===== config.mk =====
export PLATFORM = sky130hd
export DESIGN_NAME = reqrsp_req_slice
export DESIGN_NICKNAME = d
export VERILOG_FILES = /design/src/rtl/reqrsp_req_slice.sv
export SDC_FILE = /design/constraint.sdc
export NUM_CORES = 1
export LEC_CHECK = 0
export BUFFER_PORTS_ARGS = -buffer_cell sky130_fd_sc_hd__buf_4
export CORE_ASPECT_RATIO = 0.8
export CORE_MARGIN = 2
export CORE_UTILIZATION = 43
export DETAILED_ROUTE_END_ITERATION = 10
export PLACE_DENSITY = 0.7
export SLEW_MARGIN = 20
export SYNTH_ARGS = -nofsm -noshare
export SYNTH_HDL_FRONTEND = slang
export SYNTH_SLANG_ARGS = --single-unit

===== constraint.sdc =====
create_clock -name clk_i -period 8.9 [get_ports clk_i]
set_input_delay 0.89 -clock clk_i [delete_from_list [all_inputs] [get_ports clk_i]]
set_output_delay 0.89 -clock clk_i [all_outputs]
set_load 0.02 [all_outputs]

===== src/rtl/reqrsp_req_slice.sv =====
// reqrsp_req_slice
// Buffered request slice with an outstanding-transaction limiter, placed
// directly upstream of the reqrsp-to-AXI converter.
//
// Optional feature macro: REQRSP_REQ_SLICE_RSP_CUT_EN
//   defined   : one-entry response register between mst_rsp_i.p and slv_rsp_o.p
//   undefined : combinational response path
//
// Ports:
//   clk_i          clock (single domain)
//   rst_i          synchronous active-high reset
//   slv_req_i      request from the core side (q, q_valid, p_ready)
//   slv_rsp_o      response to the core side (p, p_valid, q_ready)
//   mst_req_o      request to the reqrsp-to-AXI converter
//   mst_rsp_i      response from the converter
//   idle_o         nothing buffered, nothing outstanding, response register empty
//   outstanding_o  requests accepted but not yet answered upstream

package reqrsp_req_slice_pkg;

    typedef struct packed {
        logic [31:0] addr;
        logic        write;
        logic [3:0]  amo;
        logic [31:0] data;
        logic [3:0]  strb;
        logic [1:0]  size;
    } q_chan_t;

    typedef struct packed {
        logic [31:0] data;
        logic        error;
    } p_chan_t;

    typedef struct packed {
        q_chan_t q;
        logic    q_valid;
        logic    p_ready;
    } req_t;

    typedef struct packed {
        p_chan_t p;
        logic    p_valid;
        logic    q_ready;
    } rsp_t;

endpackage

module reqrsp_req_slice #(
    parameter int unsigned DataWidth      = 32,
    parameter int unsigned Depth          = 2,
    parameter int unsigned MaxOutstanding = 8,
    parameter type reqrsp_req_t = reqrsp_req_slice_pkg::req_t,
    parameter type reqrsp_rsp_t = reqrsp_req_slice_pkg::rsp_t,
    localparam int unsigned CntW = $clog2(MaxOutstanding + 1)
) (
    input  logic            clk_i,
    input  logic            rst_i,
    input  reqrsp_req_t     slv_req_i,
    output reqrsp_rsp_t     slv_rsp_o,
    output reqrsp_req_t     mst_req_o,
    input  reqrsp_rsp_t     mst_rsp_i,
    output logic            idle_o,
    output logic [CntW-1:0] outstanding_o
);

    // Payload widths: the request/response structs carry exactly two
    // single-bit handshake fields besides the payload.
    localparam int unsigned QW   = $bits(reqrsp_req_t) - 2;
    localparam int unsigned PW   = $bits(reqrsp_rsp_t) - 2;
    localparam int unsigned PtrW = (Depth > 1) ? $clog2(Depth) : 1;
    localparam int unsigned OccW = $clog2(Depth + 1);

    localparam logic [PtrW-1:0] LastPtr  = PtrW'(Depth - 1);
    localparam logic [OccW-1:0] DepthOcc = OccW'(Depth);
    localparam logic [CntW-1:0] MaxCnt   = CntW'(MaxOutstanding);

    if (!(DataWidth == 32 || DataWidth == 64)) begin : g_bad_data_width
        $error("reqrsp_req_slice: DataWidth must be 32 or 64");
    end
    if (Depth < 1) begin : g_bad_depth
        $error("reqrsp_req_slice: Depth must be at least 1");
    end
    if (MaxOutstanding < 1) begin : g_bad_max_outstanding
        $error("reqrsp_req_slice: MaxOutstanding must be at least 1");
    end

    logic [QW-1:0]   mem_q [Depth];
    logic [PtrW-1:0] wr_ptr_q, rd_ptr_q;
    logic [OccW-1:0] occ_q;
    logic [CntW-1:0] cnt_q;

    logic fifo_full, fifo_empty;
    logic q_ready, push, pop, rsp_hs;
    logic rsp_reg_empty, mst_p_ready, slv_p_valid;
    logic [PW-1:0] slv_p;

    function automatic logic [PtrW-1:0] next_ptr(input logic [PtrW-1:0] p);
        return (p == LastPtr) ? '0 : p + 1'b1;
    endfunction

    assign fifo_full  = (occ_q == DepthOcc);
    assign fifo_empty = (occ_q == '0);

    // Only local state feeds q_ready, so a pop in a full cycle cannot make
    // room for a push in that same cycle.
    assign q_ready = !fifo_full && (cnt_q < MaxCnt);
    assign push    = slv_req_i.q_valid && q_ready;
    assign pop     = !fifo_empty && mst_rsp_i.q_ready;
    assign rsp_hs  = slv_p_valid && slv_req_i.p_ready;

    always_ff @(posedge clk_i) begin
        if (push) begin
            mem_q[wr_ptr_q] <= slv_req_i.q;
        end
    end

    always_ff @(posedge clk_i) begin
        if (rst_i) begin
            wr_ptr_q <= '0;
            rd_ptr_q <= '0;
            occ_q    <= '0;
            cnt_q    <= '0;
        end else begin
            if (push) begin
                wr_ptr_q <= next_ptr(wr_ptr_q);
            end
            if (pop) begin
                rd_ptr_q <= next_ptr(rd_ptr_q);
            end
            if (push && !pop) begin
                occ_q <= occ_q + 1'b1;
            end else if (!push && pop) begin
                occ_q <= occ_q - 1'b1;
            end
            if (push && !rsp_hs) begin
                cnt_q <= cnt_q + 1'b1;
            end else if (!push && rsp_hs) begin
                cnt_q <= cnt_q - 1'b1;
            end
        end
    end

`ifdef REQRSP_REQ_SLICE_RSP_CUT_EN
    logic [PW-1:0] rsp_q;
    logic          rsp_valid_q;

    assign rsp_reg_empty = !rsp_valid_q;
    assign mst_p_ready   = rsp_reg_empty || slv_req_i.p_ready;
    assign slv_p_valid   = rsp_valid_q;
    assign slv_p         = rsp_q;

    // A load wins over a drain so load-and-drain in one cycle keeps the
    // register full with the new response.
    always_ff @(posedge clk_i) begin
        if (rst_i) begin
            rsp_valid_q <= 1'b0;
        end else if (mst_rsp_i.p_valid && mst_p_ready) begin
            rsp_valid_q <= 1'b1;
        end else if (slv_req_i.p_ready) begin
            rsp_valid_q <= 1'b0;
        end
    end

    always_ff @(posedge clk_i) begin
        if (mst_rsp_i.p_valid && mst_p_ready) begin
            rsp_q <= mst_rsp_i.p;
        end
    end
`else
    assign rsp_reg_empty = 1'b1;
    assign mst_p_ready   = slv_req_i.p_ready;
    assign slv_p_valid   = mst_rsp_i.p_valid;
    assign slv_p         = mst_rsp_i.p;
`endif

    always_comb begin
        slv_rsp_o         = '0;
        slv_rsp_o.q_ready = q_ready;
        slv_rsp_o.p_valid = slv_p_valid;
        slv_rsp_o.p       = slv_p;

        mst_req_o         = '0;
        mst_req_o.q_valid = !fifo_empty;
        mst_req_o.q       = mem_q[rd_ptr_q];
        mst_req_o.p_ready = mst_p_ready;
    end

    assign idle_o        = fifo_empty && (cnt_q == '0) && rsp_reg_empty;
    assign outstanding_o = cnt_q;

    a_no_underflow: assert property (@(posedge clk_i) disable iff (rst_i)
        rsp_hs |-> (cnt_q != '0));

    a_req_stable: assert property (@(posedge clk_i) disable iff (rst_i)
        (slv_req_i.q_valid && !q_ready) |=> (slv_req_i.q_valid && $stable(slv_req_i.q)));

endmodule


Yosys cells after proc, flatten, opt, wreduce, memory -nomap -nowiden
Memories as Yosys holds them, arrays and structs flattened. A register that Yosys moved wholly into a read port is not among the register bits.
Index checks and enable logic that the tools add are counted.

word-level totals
  memories = 1
  bits in writable memories = 150
  input bits = 114
  output and inout bits = 117
  flip-flop bits (word level) = 8

cells by class
  add/subtract/negate cells = 6
  equal/unequal tests = 1
  order comparisons = 1
  multiplexer cells = 10
  reduce and logical (&&, ||, !) cells = 18

memories
  memory  words  width  rd ports  clocked after memory_dff  write ports  RTL line  RTL
  mem_q   2      75     1         1                         1            88        logic [QW-1:0] mem_q [Depth];

operators by type and width
  cell                 count
  $logic_and 1x1->1    9
  $mux 4               2
  $mux 1               6
  $logic_not 1->1      5
  $add 4x1->4 const B  1
  $logic_not 4->1      1
  $lt 4x4->1 const B   1
  $mux 2               2
  $reduce_bool 2->1    2
  $sub 4x1->4 const B  1
  $add 1x1->1 const B  2
  $add 2x1->2 const B  1
  $eq 2x2->1 const B   1
  $logic_not 2->1      1
  $sub 2x1->2 const B  1

Depth between registers and ports, before layout
  depth after elaboration = 8
  mapped depth = 9

Least setup slack after synthesis
No wires, ideal clock.

  path type = input to register
  start = input port slv_req_i[1] (netlist name)
  end = memory mem_q[0][0] (netlist name), enable pin
  required time = 8.382 ns
  setup slack = 3.787 ns
  data arrival time = 4.595 ns
  stages on the path = 3
  library setup time = 0.518 ns
  cell sequence = inv_1 -> a211oi_4 -> nor2b_1

between the ends
  cells in the longest elaborated chain, start to end = 3

ends and longest elaborated chain
  what                          RTL line  RTL
  from (decl)                   59        input reqrsp_req_t slv_req_i,
  $logic_and 1x1->1             108       assign push = slv_req_i.q_valid && q_ready;
  via push                      94        logic q_ready, push, pop, rsp_hs;
  $mux 1                        113       if (push) begin
  $mux 1 (not written as such)  114       mem_q[wr_ptr_q] <= slv_req_i.q;
  to (decl)                     88

The timed path passes the listed nets, and every way through them passes these cells.

==> results_dict.tcl <==
set metrics [dict create \
    max_stage_delay_ps 970 \
    peakVddDrop_mv 0.335 \
    cts_buffer_depth 2 \
    crit_path_end_kind "output pin" \
    power.share.combinational 0.311 \
    worstPathCellList "mux2_2 -> buf_4" \
    syn_area_um2 6170 \
    place_inst 627 \
    cts_made_buffers 17 \
    drtAntennaViolNets 0 \
    num_io_pins 231 \
    yosysWarnings 0 \
    cts_tree "built" \
    numClockSinks 159 \
    yosysUniqueCellTypes 27 \
    drc 0 \
    globalplace.congestion 0.752 \
    cts-root-buf "clkbuf_16" \
    post_cts_resized 0 \
    r2r_end "mem_q[0][39]" \
    outcome "completed" \
    p_seq_frac 0.430 \
    skew_ps 8.64 \
    instances_no_fill 659 \
    grt_pass1_wl_um 16200 \
    grt_usage 0.144 \
    dr_total_vias 3199 \
    fmax_ghz 0.335 \
    crit_buf_inv 1 \
    clk_pin_slew_ps 60 \
    p_leak_nw 2.93 \
    hold_violations 0 \
    die_h_um 111 \
    setup_viol 0 \
    syn_nets 443 \
    ys_seq_area_frac 0.759 \
    fin_crit_ps 2980 \
    synthCells 324 \
    fin_nets 581 \
    reg2reg_depth 4 \
    area_growth_pct 27.3 \
    switching_share 0.309 \
    start_util 0.436 \
    maxSlewHeadroom 0.286 \
    port_buffers 164 \
    r2r-start "occ_q[0]" \
    timing.setup.tns_ps 0 \
    drv_cap 0 \
    avgSynthCellArea_um2 19.0 \
    drt_pre_antenna_iters 5 \
    die-area_um2 15300 \
    clock_latency_ps 420 \
    crit_type "flop to output pin" \
    cp.depth 2 \
    viasPerCell 4.85 \
    maxSlewViolCount 0 \
    drt_iter0_drc 170 \
    drive_gt1_frac 0.577 \
    synth-seq-cells 159 \
    antenna_cells 0 \
    crit_path_end "mst_req_o[7]" \
    cp_top_family "flip-flops" \
    hp-class "flop to flop" \
    critPathMaxFanout 75 \
    drt-total-wl_um 11000 \
    r2r_setup_slack_ps 6150 \
    rsz0062_at_grt "no" \
    pwr-share-clk 0.259 \
    core_region_area_um2 14200 \
    ctsHoldBuffers 0 \
    fin_crit_sh 0.335 \
    power_density_nw_per_um2 321 \
    hpwlAfterDp_um 6960 \
    p_sw_w 0.000780 \
    cp-start-kind "flop" \
    grt_pass1_vias 3349 \
    hold_depth 2 \
    htree_levels 4 \
    antenna_found_initial 0 \
    grt-ovfl-total 0 \
    p_int_w 0.00174 \
    grt_max_degree 76 \
    tightest_slew_ps 1070 \
    wl_per_cell_um 16.7 \
    cp.required_ps 8010 \
    crit_arrival_ps 2090 \
    row_count 39 \
    fp.dieW_um 138 \
    cts_setup_buffers 0 \
    crit_slowest_cell "dfxtp_4" \
]
==> flip-flops by register name (all words and copies together), names as in the netlist, named ones only <==
register and flops:
occ_q 2, mem_q 150, rd_ptr_q 1, outstanding_o 4, wr_ptr_q 1
==> metrics by stage <==
step / setup slack (ps) / cell area [µm²] / hold WS (ps) / util / total power [W]
global route: 5810 / 7860 / 525 / 0.555 / 0.00265
global placement: 5620 / 7320 / 488 / 0.518 / 0.00188
CTS: 5880 / 7860 / 498 / 0.555 / 0.00256
finish: 5920 / 7860 / 498 / 0.555 / 0.00252
floorplan: 3790 / 6170 / 472 / - / 0.00161
detailed placement: 5570 / 7320 / 487 / 0.518 / 0.00190
==> worst min-delay path, cell delays in order, from the launching register on <==
cell and delay [ps]:
dfxtp_1 320, xor2_1 70, nor2_1 70
==> area by class of cell <==
class | count | area (µm²)
clock buffers | 21 | 440
clock inverters | 11 | 93.8
fillers | 1120 | 6290
inverters | 3 | 11.3
multi-input cells | 116 | 1150
flip-flops and latches | 159 | 4690
well taps | 184 | 230
repair buffers | 165 | 1240
==> power groups by stage <==
stage / clock (W) / sequential (W) / combinational, W
after global placement: 0 / 0.00110 / 0.000787
after floorplan: 0 / 0.00107 / 0.000541
after global routing: 0.000703 / 0.00111 / 0.000840
final: 0.000654 / 0.00109 / 0.000785
after CTS: 0.000669 / 0.00109 / 0.000799
after detailed placement: 0 / 0.00111 / 0.000793
==> synth_stat cells <==
cell type	n	share of area
a211oi_2	1	0.0020
a211oi_4	1	0.0032
a21oi_1	4	0.0032
a31oi_1	1	0.0010
and2_1	1	0.0010
buf_2	3	0.0024
buf_4	41	0.050
clkbuf_1	2	0.0012
dfxtp_1	9	0.029
edfxtp_1	150	0.73
fa_1	1	0.0032
ha_1	4	0.0081
inv_1	2	0.0012
inv_2	1	0.00061
mux2_1	1	0.0018
mux2_2	75	0.14
mux2i_1	1	0.0016
nand2_1	2	0.0012
nand3_1	1	0.00081
nor2_1	11	0.0067
nor2b_1	2	0.0020
o21ai_0	1	0.00081
or2_2	1	0.0010
or3_1	1	0.0010
or4_1	1	0.0012
xnor2_1	2	0.0028
xor2_1	4	0.0057
==> metal layers <==
metal  share of wire  wire length [µm]  up-vias  track usage
met4           0.021               232        0       0.0660
met2            0.46              5040      159        0.223
met1            0.42              4580     1545        0.174
met3            0.11              1170       29       0.0640
met5               0                 0        -            0
li1                -                 -     1466            -
==> worst min-delay path by stage <==
stage | from | endpoint | slack, ps
floorplan | rd_ptr_q | flop | 470
global placement | rd_ptr_q | flop | 490
detailed placement | rd_ptr_q | flop | 490
CTS | rd_ptr_q | flop | 500
global route | rd_ptr_q | flop | 530
finish | rd_ptr_q | flop | 500
==> cells in the final DEF, fill, tap and decap left out, types with 2 or more instances in the layout <==
master      Yosys  routed
buf_4          41     165
edfxtp_1      150     150
mux2_2         75      75
clkbuf_16       0      17
nor2_1         11      11
dfxtp_1         9       8
a21oi_1         4       4
xor2_1          4       4
ha_1            4       4
clkbuf_1        2       4
clkinv_2        0       4
clkinvlp_4      0       3
inv_1           2       2
nand2_1         2       2
xnor2_1         2       2
clkinv_4        0       2
==> cells by family (layout without fill, tap and decap cells) <==
logic type                 count (synthesis)  in the layout  synth area share
AOI/OAI and AO/OA                          8              8            0.0103
xor gates and xnor gates                   6              6           0.00852
adders and majority gates                  5              5            0.0114
buffers and inverters                     49            200            0.0554
DFF                                      159            159             0.759
muxes                                     77             77             0.140
and+or+nand+nor                           20             20            0.0150
(Power assumes the default switching activity.)
